## config.mk

```make
export PLATFORM = sky130hd
export DESIGN_NAME = led_frame_sequencer
export DESIGN_NICKNAME = d
export VERILOG_FILES = /design/src/rtl/led_frame_sequencer.sv
export SDC_FILE = /design/constraint.sdc
export NUM_CORES = 1
export LEC_CHECK = 0
export ABC_CLOCK_PERIOD_IN_PS = 2450
export BUFFER_PORTS_ARGS = -buffer_cell sky130_fd_sc_hd__buf_2
export CAP_MARGIN = 30
export CORE_ASPECT_RATIO = 1.1
export CORE_MARGIN = 1.5
export CORE_UTILIZATION = 30
export DETAILED_ROUTE_END_ITERATION = 8
export HOLD_SLACK_MARGIN = 0.03
export PLACE_DENSITY = 0.58
export SLEW_MARGIN = 20
export SYNTH_ARGS = -nofsm -noshare
export SYNTH_HDL_FRONTEND = slang
export SYNTH_SLANG_ARGS = --single-unit
```

## constraint.sdc

```tcl
create_clock -name clk -period 2.45 [get_ports clk]
set_input_delay 0.245 -clock clk [delete_from_list [all_inputs] [get_ports clk]]
set_output_delay 0.245 -clock clk [all_outputs]
set_load 0.005 [all_outputs]
```

## src/rtl/led_frame_sequencer.sv

```systemverilog
// Feeds one frame of WS2812 GRB pixels, MSB first, to the bit transmitter with one pixel prefetched.
// Optional build macro BRIGHTNESS_SCALE_EN scales each channel by (brightness+1)/256 on load.
module led_frame_sequencer #(
    parameter int NUM_LEDS = 64,
    parameter int ADDR_W   = 6
) (
    input  logic              clk,
    input  logic              rst,
    input  logic              frame_start,
    input  logic              new_frame_rqst,
    input  logic              new_bit_rqst,
    output logic              bit_to_transmit,
    output logic              bit_valid,
    output logic              all_bits_shifted,
    output logic              fb_rd_en,
    output logic [ADDR_W-1:0] fb_addr,
    input  logic [23:0]       fb_rd_data,
    output logic              busy,
    output logic              frame_done,
    input  logic [7:0]        brightness
);

    typedef enum logic [2:0] {IDLE, FETCH, LOAD, SHIFT, DONE} state_t;

    localparam logic [ADDR_W-1:0] LAST_IDX = ADDR_W'(NUM_LEDS - 1);

    state_t            state;
    logic [ADDR_W-1:0] led_idx;
    logic [ADDR_W-1:0] idx_inc;
    logic [4:0]        bit_cnt;
    logic [23:0]       shreg;
    logic [23:0]       nxt_pix;
    logic              nxt_valid;
    logic              pending;
    logic              pf_land;
    logic              start_req;
    logic [23:0]       pix_in;

`ifdef BRIGHTNESS_SCALE_EN
    function automatic logic [7:0] scale_ch(input logic [7:0] ch, input logic [7:0] b);
        logic [15:0] prod;
        prod = {8'd0, ch} * ({8'd0, b} + 16'd1);
        return prod[15:8];
    endfunction

    assign pix_in = {scale_ch(fb_rd_data[23:16], brightness),
                     scale_ch(fb_rd_data[15:8],  brightness),
                     scale_ch(fb_rd_data[7:0],   brightness)};
`else
    logic unused_brightness;

    assign pix_in            = fb_rd_data;
    assign unused_brightness = &{1'b0, brightness};
`endif

    assign idx_inc          = led_idx + ADDR_W'(1);
    assign start_req        = frame_start || pending;
    assign bit_to_transmit  = shreg[23];
    assign all_bits_shifted = bit_valid && (led_idx == LAST_IDX) && (bit_cnt == 5'd23);

    // NOTE: the shift and prefetch registers carry an async reset too, so every output is a
    // known 0 straight out of reset, including bit_to_transmit.
    always_ff @(posedge clk or posedge rst) begin
        if (rst) begin
            state      <= IDLE;
            led_idx    <= '0;
            bit_cnt    <= '0;
            shreg      <= '0;
            nxt_pix    <= '0;
            nxt_valid  <= 1'b0;
            pending    <= 1'b0;
            pf_land    <= 1'b0;
            bit_valid  <= 1'b0;
            fb_rd_en   <= 1'b0;
            fb_addr    <= '0;
            busy       <= 1'b0;
            frame_done <= 1'b0;
        end else begin
            // NOTE: pulse outputs default low here and are raised below; non-blocking
            // assignment lets the later case arms override these defaults cleanly.
            fb_rd_en   <= 1'b0;
            frame_done <= 1'b0;

            // A prefetch read issued during SHIFT returns data one cycle after fb_rd_en.
            pf_land <= fb_rd_en && (state == SHIFT);
            if (pf_land) begin
                nxt_pix   <= pix_in;
                nxt_valid <= 1'b1;
            end

            if (frame_start && state != IDLE) pending <= 1'b1;

            case (state)
                IDLE: begin
                    if (start_req && new_frame_rqst) begin
                        pending  <= 1'b0;
                        busy     <= 1'b1;
                        led_idx  <= '0;
                        fb_addr  <= '0;
                        fb_rd_en <= 1'b1;
                        state    <= FETCH;
                    end else if (frame_start) begin
                        pending <= 1'b1;
                    end
                end

                FETCH: state <= LOAD;

                LOAD: begin
                    shreg     <= pix_in;
                    bit_cnt   <= '0;
                    bit_valid <= 1'b1;
                    nxt_valid <= 1'b0;
                    state     <= SHIFT;
                    if (led_idx != LAST_IDX) begin
                        fb_rd_en <= 1'b1;
                        fb_addr  <= idx_inc;
                    end
                end

                SHIFT: begin
                    if (!bit_valid) begin
                        // Stalled at a pixel boundary until the prefetch lands.
                        if (nxt_valid) begin
                            shreg     <= nxt_pix;
                            nxt_valid <= 1'b0;
                            bit_valid <= 1'b1;
                            if (led_idx != LAST_IDX) begin
                                fb_rd_en <= 1'b1;
                                fb_addr  <= idx_inc;
                            end
                        end
                    end else if (new_bit_rqst) begin
                        if (bit_cnt != 5'd23) begin
                            shreg   <= {shreg[22:0], 1'b0};
                            bit_cnt <= bit_cnt + 5'd1;
                        end else if (led_idx == LAST_IDX) begin
                            bit_valid  <= 1'b0;
                            frame_done <= 1'b1;
                            state      <= DONE;
                        end else begin
                            led_idx <= idx_inc;
                            bit_cnt <= '0;
                            if (nxt_valid) begin
                                shreg     <= nxt_pix;
                                nxt_valid <= 1'b0;
                                if (idx_inc != LAST_IDX) begin
                                    fb_rd_en <= 1'b1;
                                    fb_addr  <= idx_inc + ADDR_W'(1);
                                end
                            end else begin
                                bit_valid <= 1'b0;
                            end
                        end
                    end
                end

                DONE: begin
                    busy  <= 1'b0;
                    state <= IDLE;
                end

                default: state <= IDLE;
            endcase
        end
    end

endmodule

```

# == After elaboration in Yosys (flattened, before gate mapping) ==
# Index checks and enable logic that the tools add are counted.
# Widths: inputs -> output; s select.
# totals
out_inout_bits,12
regBits,75
wordCells,123
in_bits,37
# op_classes
add_sub_neg,3
n_reduce_logical,18
eq_ne,23
mux,66
# ops
op,count
$mux 24,5
$mux 6,13
$pmux 24 s2,1
$mux 1,30
$mux 5,4
$pmux 6 s3,1
$mux 3,5
$ne 3x3->1 const B,5
$add 6x1->6 const B,2
$ne 6x6->1 const B,2
$pmux 3 s4,1
$pmux 6 s2,1
$ne 2x2->1 const B,5
$pmux 5 s2,1
$reduce_and 8->1,1
$eq 3x2->1 const B,2
$eq 6x6->1 const B,1
$pmux 1 s2,3
$reduce_and 6->1,1
$reduce_bool 2->1,3
$reduce_bool 3->1,2
$add 5x1->5 const B,1
$eq 5x5->1 const B,1
$logic_and 1x1->1,5
14 further kinds,14

# == Logic depth before layout (Yosys ltp) ==
# Gate-level depths: netlist (run 1).
# logic_depth
ltp_word,9
depth_mapped,10
ltp_nobuf,7

# == Worst setup path after synthesis (run 1) ==
# OpenSTA, ideal clock, no wires.
# synth_timing
path_kind,flip-flop to flip-flop
startpoint,register led_idx[1]
endpoint,register fb_addr[0]
synth_period_minus_slack_ps,2139
stages_incl_launch_ff,9
path_slack_ps,311
required_ps,2325
path_buffers,1
setup_ps,125
arrival_ps,2014
cell_sequence,dfrtp_1 ha_1 buf_6 a21oi_1 o21ai_1 a21boi_0 o2111ai_1 o41ai_4 mux2_2
# synth_via
elab_chain_cells,5
word_cells_on_any_way,12
cone_classes,add/sub (1); eq/ne (6); mux (4); reduce/logical (1)
# synth_rtl
element,line,source
"start, declared",28,logic [ADDR_W-1:0] led_idx;
"start signal, assigned",142,led_idx <= idx_inc;
branches (longest 5 deep; another with $add 6x1->6),n/a,
"end signal, assigned",117,fb_addr <= idx_inc;
"end signal, assigned",130,fb_addr <= idx_inc;
"end signal, assigned",149,fb_addr <= idx_inc + ADDR_W'(1);
"end, declared",16,"output logic [ADDR_W-1:0] fb_addr,"
# Several ways; the timed one is not identified. The select of a mux whose other input is x is not followed.
# A chain may end at the register's enable or synchronous reset.

# == Worst setup path after layout (run 1) ==
# layout_timing
startpoint,register led_idx[0]
endpoint,register fb_addr[1]
# layout_via
elab_chain_cells,9
word_cells_on_any_way,18
cone_classes,add/sub (2); eq/ne (6); mux (9); reduce/logical (1)
# layout_rtl
element,line,source
$add 6x1->6,56,assign idx_inc = led_idx + ADDR_W'(1);
$add 6x1->6,149,
$mux 6,147,if (idx_inc != LAST_IDX) begin
$mux 6,144,if (nxt_valid) begin
$mux 6,137,end else if (led_idx == LAST_IDX) begin
$mux 6,134,if (bit_cnt != 5'd23) begin
$mux 6,133,end else if (new_bit_rqst) begin
$mux 6,122,if (!bit_valid) begin
$pmux 6 s3,93,case (state)
# Several ways; a longest one is shown, not always the timed one. The select of a mux whose other input is x is not followed.

==> impl_metrics.yaml, run 1 <==
status:
  status: "finished, final reports clean"
synth:
  ys.flop_type: "dfrtp_1"
  synth_top_area_share_pct: 45.59
  synth_edf_count: 0
  async_flop_share_pct: 100.0
  yosys-top-cells-area: "dfrtp_1 (46%), a21oi_1 (7.7%), mux2_2 (7.7%)"
  synth-compound-area-share_pct: 19.73
  yosysMostFrequentCell: "dfrtp_1"
  syn_area_sq_um: 4116
  syn_inst: 442
  yosysUniqueCellTypes: 48
  avgSynthCellArea_sq_um: 9.313
  synth-adder-area-share_pct: 0.9119
  postSynthNetCount: 482
  ys_warn_count: 0
  synth_top_family_by_area: "compound AO/OA/AOI/OAI gates"
  ys_seq_area_share_pct: 45.59
  synth-simple-area-share_pct: 13.56
  yosysTopAreaCell: "dfrtp_1"
  synth_mux_area_share_pct: 13.50
  ys_ff_latch: 75
  netlist_top_cells_count: "dfrtp_1 (75), nor2_1 (65), a21oi_1 (63), nand2_1 (30), mux2_2 (28)"
  synth_xor_area_share_pct: 1.489
place:
  dpl-instance-area_sq_um: 4582
  globalplace.congestion: 0.8372
  placedCellCount: 652
  port_buffers: 40
  dpl.hpwl_mm: 6.601
detailed_routing:
  wl_per_cell_um: 14.64
  ant_nets: 0
  vias: 3350
  drt_first_iter_violations: 180
  viasPerCell: 5.022
  drc: 0
  wirelength_mm: 9.768
  dr.pass1.iters: 5
timing:
  max_clock_freq_mhz: 440.9
  hold_viol: 0
  timing.slew.headroom_pct: 50.31
  rsz0062_at_grt: "false"
  finalClockSkew_ps: 7.169
  post-route-period-util_pct: 92.57
  finalMaxSlewViolations: 0
  setup_viol: 0
  max_slew.worst_pin.slew_ps: 744.2
  setup_tns_ps: 0
  min_period_ps: 2268
die:
  dieArea_sq_um: 14430
  die_x_um: 114.7
  start_util_pct: 30.90
  io_pins: 49
  fp.coreArea_sq_um: 13320
  die_height_um: 125.9
  num_rows: 44
clocking:
  clkTransAtPathRegs_ps: 60
  cts_tree: "yes"
  htreeDepth: 3
  insertion_delay_ps: 340
  ctsResizeCount: 0
  postCtsSetupBuffers: 0
  cts_made_buffers: 9
  cts_max_path_buffers: 2
  root_buffer: "clkbuf_16"
  cts.sinks: 75
  cts_hold_buf: 0
finish:
  postLayoutCoreUtil_pct: 36.66
  syn_to_final_growth_pct: 18.66
  final_cells: 667
  drive_gt1_share_pct: 22.57
  postLayoutCellArea_sq_um: 4885
  antenna_cells: 0
  nets: 519
power:
  p_comb_share_pct: 31.0
  p_sw_mw: 1.522
  seqPwrFrac_pct: 40.4
  ir_drop_v: 0.0006027
  power_density_nw_per_um2: 961.6
  p_clk_share_pct: 28.6
  p_leak_nw: 2.123
  switching_share_pct: 32.41
  intPower_mw: 3.175
worst_setup_path:
  critPathKind: "reg -> reg"
  critPathSlowestCell: "dfrtp_1"
  cp_cell_sequence: "ha_1, a21oi_1, o21ai_1, a21boi_0, o2111ai_1, o41ai_4, buf_4, mux2_2"
  cp.arrival_ps: 2490
  cp.required_ps: 2670
  start_kind: "register"
  slowest_delay_ps: 380
  crit_fanout: 8
  endpoint_kind: "register"
grt:
  grt_pass1_wl_mm: 16.42
  overflow: 0
  grt_pass1_vias: 3240
  grt_max_degree: 48
  grt_use_total_pct: 14.36
  antenna_found_initial: 1
worst_hold_path:
  min_path_type: "in -> async"
job:
  drv_cap: 0
[path summary, 6_finish.rpt]
kind	startpoint	endpoint	slack, ps	depth (start not counted)
max	led_idx[0]	fb_addr[1]	180	8
max reg2reg	led_idx[0]	fb_addr[1]	180	8
min	rst	bit_cnt[1]	30	2
min in group clk	new_frame_rqst	pending	110	2
max in group asynchronous	rst	shreg[7]	1710	3
min reg2reg	bit_cnt[4]	bit_cnt[4]	500	1
[kinds of logic (layout without fill, tap and decap cells)]
family          Yosys count  in the layout
buf+inv                  46             87
compound gates          132            132
flops                    75             75
simple gates            127            127
xor+xnor                  7              7
mux                      52             52
fa+ha+maj                 3              3
[layer usage]
metal | share of wire, % | vias to the layer above | global-route usage (%)
met5 | 0.10 | - | 0
met4 | 1.8 | 2 | 5.000
met3 | 5.4 | 15 | 4.524
met2 | 49 | 81 | 23.42
met1 | 44 | 1597 | 17.86
li1 | - | 1655 | -
[registers in the layout, summed over array words and instances, names as in the netlist, 3 cells and up]
register / cells
state: 3
fb_addr: 6
led_idx: 6
shreg: 24
nxt_pix: 24
bit_cnt: 5
[per-stage QoR]
stage / total power [mW] / worst slack (ps) / hold slack, ps
global placement: 3.297 / 238.2 / 416.4
finish: 4.697 / 182.1 / 31.47
global route: 5.027 / 41.74 / 97.00
CTS: 4.764 / 205.2 / 54.51
detailed placement: 3.383 / 220.8 / 427.3
floorplan: 3.020 / 295.0 / 348.1
[power groups by stage]
stage / Clock (mW) / Sequential (mW) / Combinational, mW
floorplan: 0 / 1.85 / 1.16
global placement: 0 / 1.89 / 1.41
detailed placement: 0 / 1.92 / 1.47
CTS: 1.39 / 1.90 / 1.48
global route: 1.44 / 1.95 / 1.64
finish: 1.34 / 1.90 / 1.46
[final cells by class]
cell class | instances | area, sq um
tap | 184 | 230.2
clock inverter | 5 | 63.81
multi-input combinational | 321 | 2038
inverter | 11 | 41.29
clock buffer | 10 | 239.0
sequential | 75 | 1877
timing repair buffer | 61 | 395.4
fill | 1408 | 8438
[worst max-delay path: cells and delay by family (launching register included)]
kind | cells | cell delay [ps]
AOI/OAI and AO/OA | 5 | 910
adders and majority gates | 1 | 320
buffers and inverters | 1 | 200
DFF | 1 | 380
muxes | 1 | 340
[cells in the final DEF (no fill, tap or decap), types with 3 or more instances in the layout]
cell type / count
dfrtp_1: 75
nor2_1: 65
a21oi_1: 62
buf_2: 40
nand2_1: 29
mux2_2: 28
mux2i_1: 24
a211oi_1: 23
o21ai_0: 18
buf_4: 18
inv_1: 10
clkbuf_16: 9
nor3_1: 7
nand3_1: 7
a31oi_1: 7
o31ai_1: 4
xnor2_1: 4
xor2_1: 3
and3_1: 3
ha_1: 3
clkinv_4: 3
buf_12: 3
Note: power is estimated with default switching activity, not from simulation.
==> run 2: changes to the inputs <==
==> constraint.sdc (replaced) <==
create_clock -name clk -period 2.45 [get_ports clk]
set_input_delay 0.3675 -clock clk [delete_from_list [all_inputs] [get_ports clk]]
set_output_delay 0.3675 -clock clk [all_outputs]
set_load 0.005 [all_outputs]
==> run 2 against run 1 <==
Compared with the run above:
- die area unchanged
- combinational power about the same
- critical path depth down 1
- register-to-register slack better by 130 ps
- flip-flop and latch count is the same
- hold slack better by 130 ps
- critical path type is now reg -> out
- critical endpoint is now all_bits_shifted
==> impl_metrics.yaml, run 2 (synthesis results as in run 1) <==
power:
  ir_drop_v: 0.0005011
  p_leak_nw: 2.106
  power_density_nw_per_um2: 945.8
  total_power_mw: 4.600
timing:
  setup_tns_ps: 0
  finalMaxSlewViolations: 0
  max_clock_freq_mhz: 450.0
  min_period_ps: 2222
  setup_ws_ps: 227.9
  post-route-period-util_pct: 90.70
  setup_viol: 0
  rsz0062_at_grt: "false"
  timing.slew.headroom_pct: 50.77
  finalClockSkew_ps: 8.317
  hold_viol: 0
  max_slew.worst_pin.slew_ps: 737.4
  whs_ps: 158.8
worst_setup_path:
  start_kind: "register"
  cp.arrival_ps: 1850
  endpoint_kind: "primary output"
  cp.required_ps: 2080
  critPathKind: "reg -> out"
  crit_fanout: 11
detailed_routing:
  dr.pass1.iters: 5
  drt_first_iter_violations: 156
  wirelength_mm: 9.681
  viasPerCell: 5.013
  vias: 3349
  ant_nets: 0
  drc: 0
  wl_per_cell_um: 14.49
die:
  io_pins: 49
  die_height_um: 125.9
  start_util_pct: 30.90
  fp.coreArea_sq_um: 13320
  num_rows: 44
  dieArea_sq_um: 14430
  die_x_um: 114.7
grt:
  grt_use_total_pct: 14.24
  grt_pass1_vias: 3348
  grt_pass1_wl_mm: 16.30
  antenna_found_initial: 1
  overflow: 0
  grt_max_degree: 48
clocking:
  cts_tree: "yes"
  cts_max_path_buffers: 2
  root_buffer: "clkbuf_16"
  postCtsSetupBuffers: 0
  cts.sinks: 75
  insertion_delay_ps: 340
  clkTransAtPathRegs_ps: 60
  cts_made_buffers: 9
  htreeDepth: 3
place:
  place_ws_ps: 236.1
  port_buffers: 40
  globalplace.congestion: 0.8384
  dpl-instance-area_sq_um: 4582
  placedCellCount: 652
  dpl.hpwl_mm: 6.494
job:
  drv_cap: 0
finish:
  layout_common_cells: "dfrtp_1 (75), nor2_1 (65), a21oi_1 (62)"
  final-seq-area_sq_um: 1877
  reg.largest.list: "nxt_pix (24), shreg (24)"
  drive_gt1_share_pct: 22.73
  syn_to_final_growth_pct: 18.15
  final_cells: 668
  nets: 519
  antenna_cells: 0
  postLayoutCoreUtil_pct: 36.50
  final_common_cell: "dfrtp_1"
  postLayoutCellArea_sq_um: 4863
  multiInputGateArea_sq_um: 2041
  fillCellCount: 1423
status:
  status: "finished, final reports clean"
worst_hold_path:
  min_path_type: "in -> async"
-- run 2: changes by cell type in the layout (fill, tap and decap cells not counted) --
cell,change
ha_2,+1
ha_1,-1
bufinv_16,-1
clkbuf_1,+1
clkinvlp_4,+1
inv_6,+2
clkbuf_8,-1
clkinv_4,-1
-- run 2: area by class of cell --
cell class	count	share of cell area, %
well taps	184	4.734
repair buffers	61	8.130
multi-input cells	321	41.96
clock buffers	10	4.708
clock inverters	6	1.029
flip-flops and latches	75	38.59
inverters	11	0.8490
-- run 2: worst max-delay path: stages (launching register included) --
cell and delay, ps:
dfrtp_1 350, ha_2 290, nand2_1 160, nor2_1 180, buf_4 200, nand2_1 90, nor2_1 110, buf_2 130
-- run 2: worst paths after layout --
kind	start	endpoint	slack, ps	cells after the start
max	led_idx[0]	all_bits_shifted	230	7
min	rst	fb_rd_en	160	2
max reg2reg	led_idx[0]	fb_addr[3]	310	8
min reg2reg	bit_cnt[4]	bit_cnt[4]	510	1
max in group asynchronous	rst	nxt_pix[6]	1590	3
min in group clk	new_frame_rqst	pending	230	2
-- run 2: where the power goes --
| part | internal (mW) | switching, mW |
|---|---|---|
| logic | 0.729 | 0.721 |
| clock network | 0.697 | 0.559 |
| registers | 1.63 | 0.263 |
-- run 2: metal layers --
layer  share of wire, %  track usage, %  vias up  routed length [um]
met5               0.10               0        -                  10
met4                1.1           4.044        2                 105
met3                5.3           5.053       15                 510
met2                 48           23.21       65                4623
met1                 46           17.76     1615                4432
li1                   -               -     1652                   -
-- run 2: timing repair --
item,4_1_cts,5_1_grt
hold endpoints to repair,0,0
resized for setup,0,1
hold buffers,0,0
setup endpoints to repair,0,1
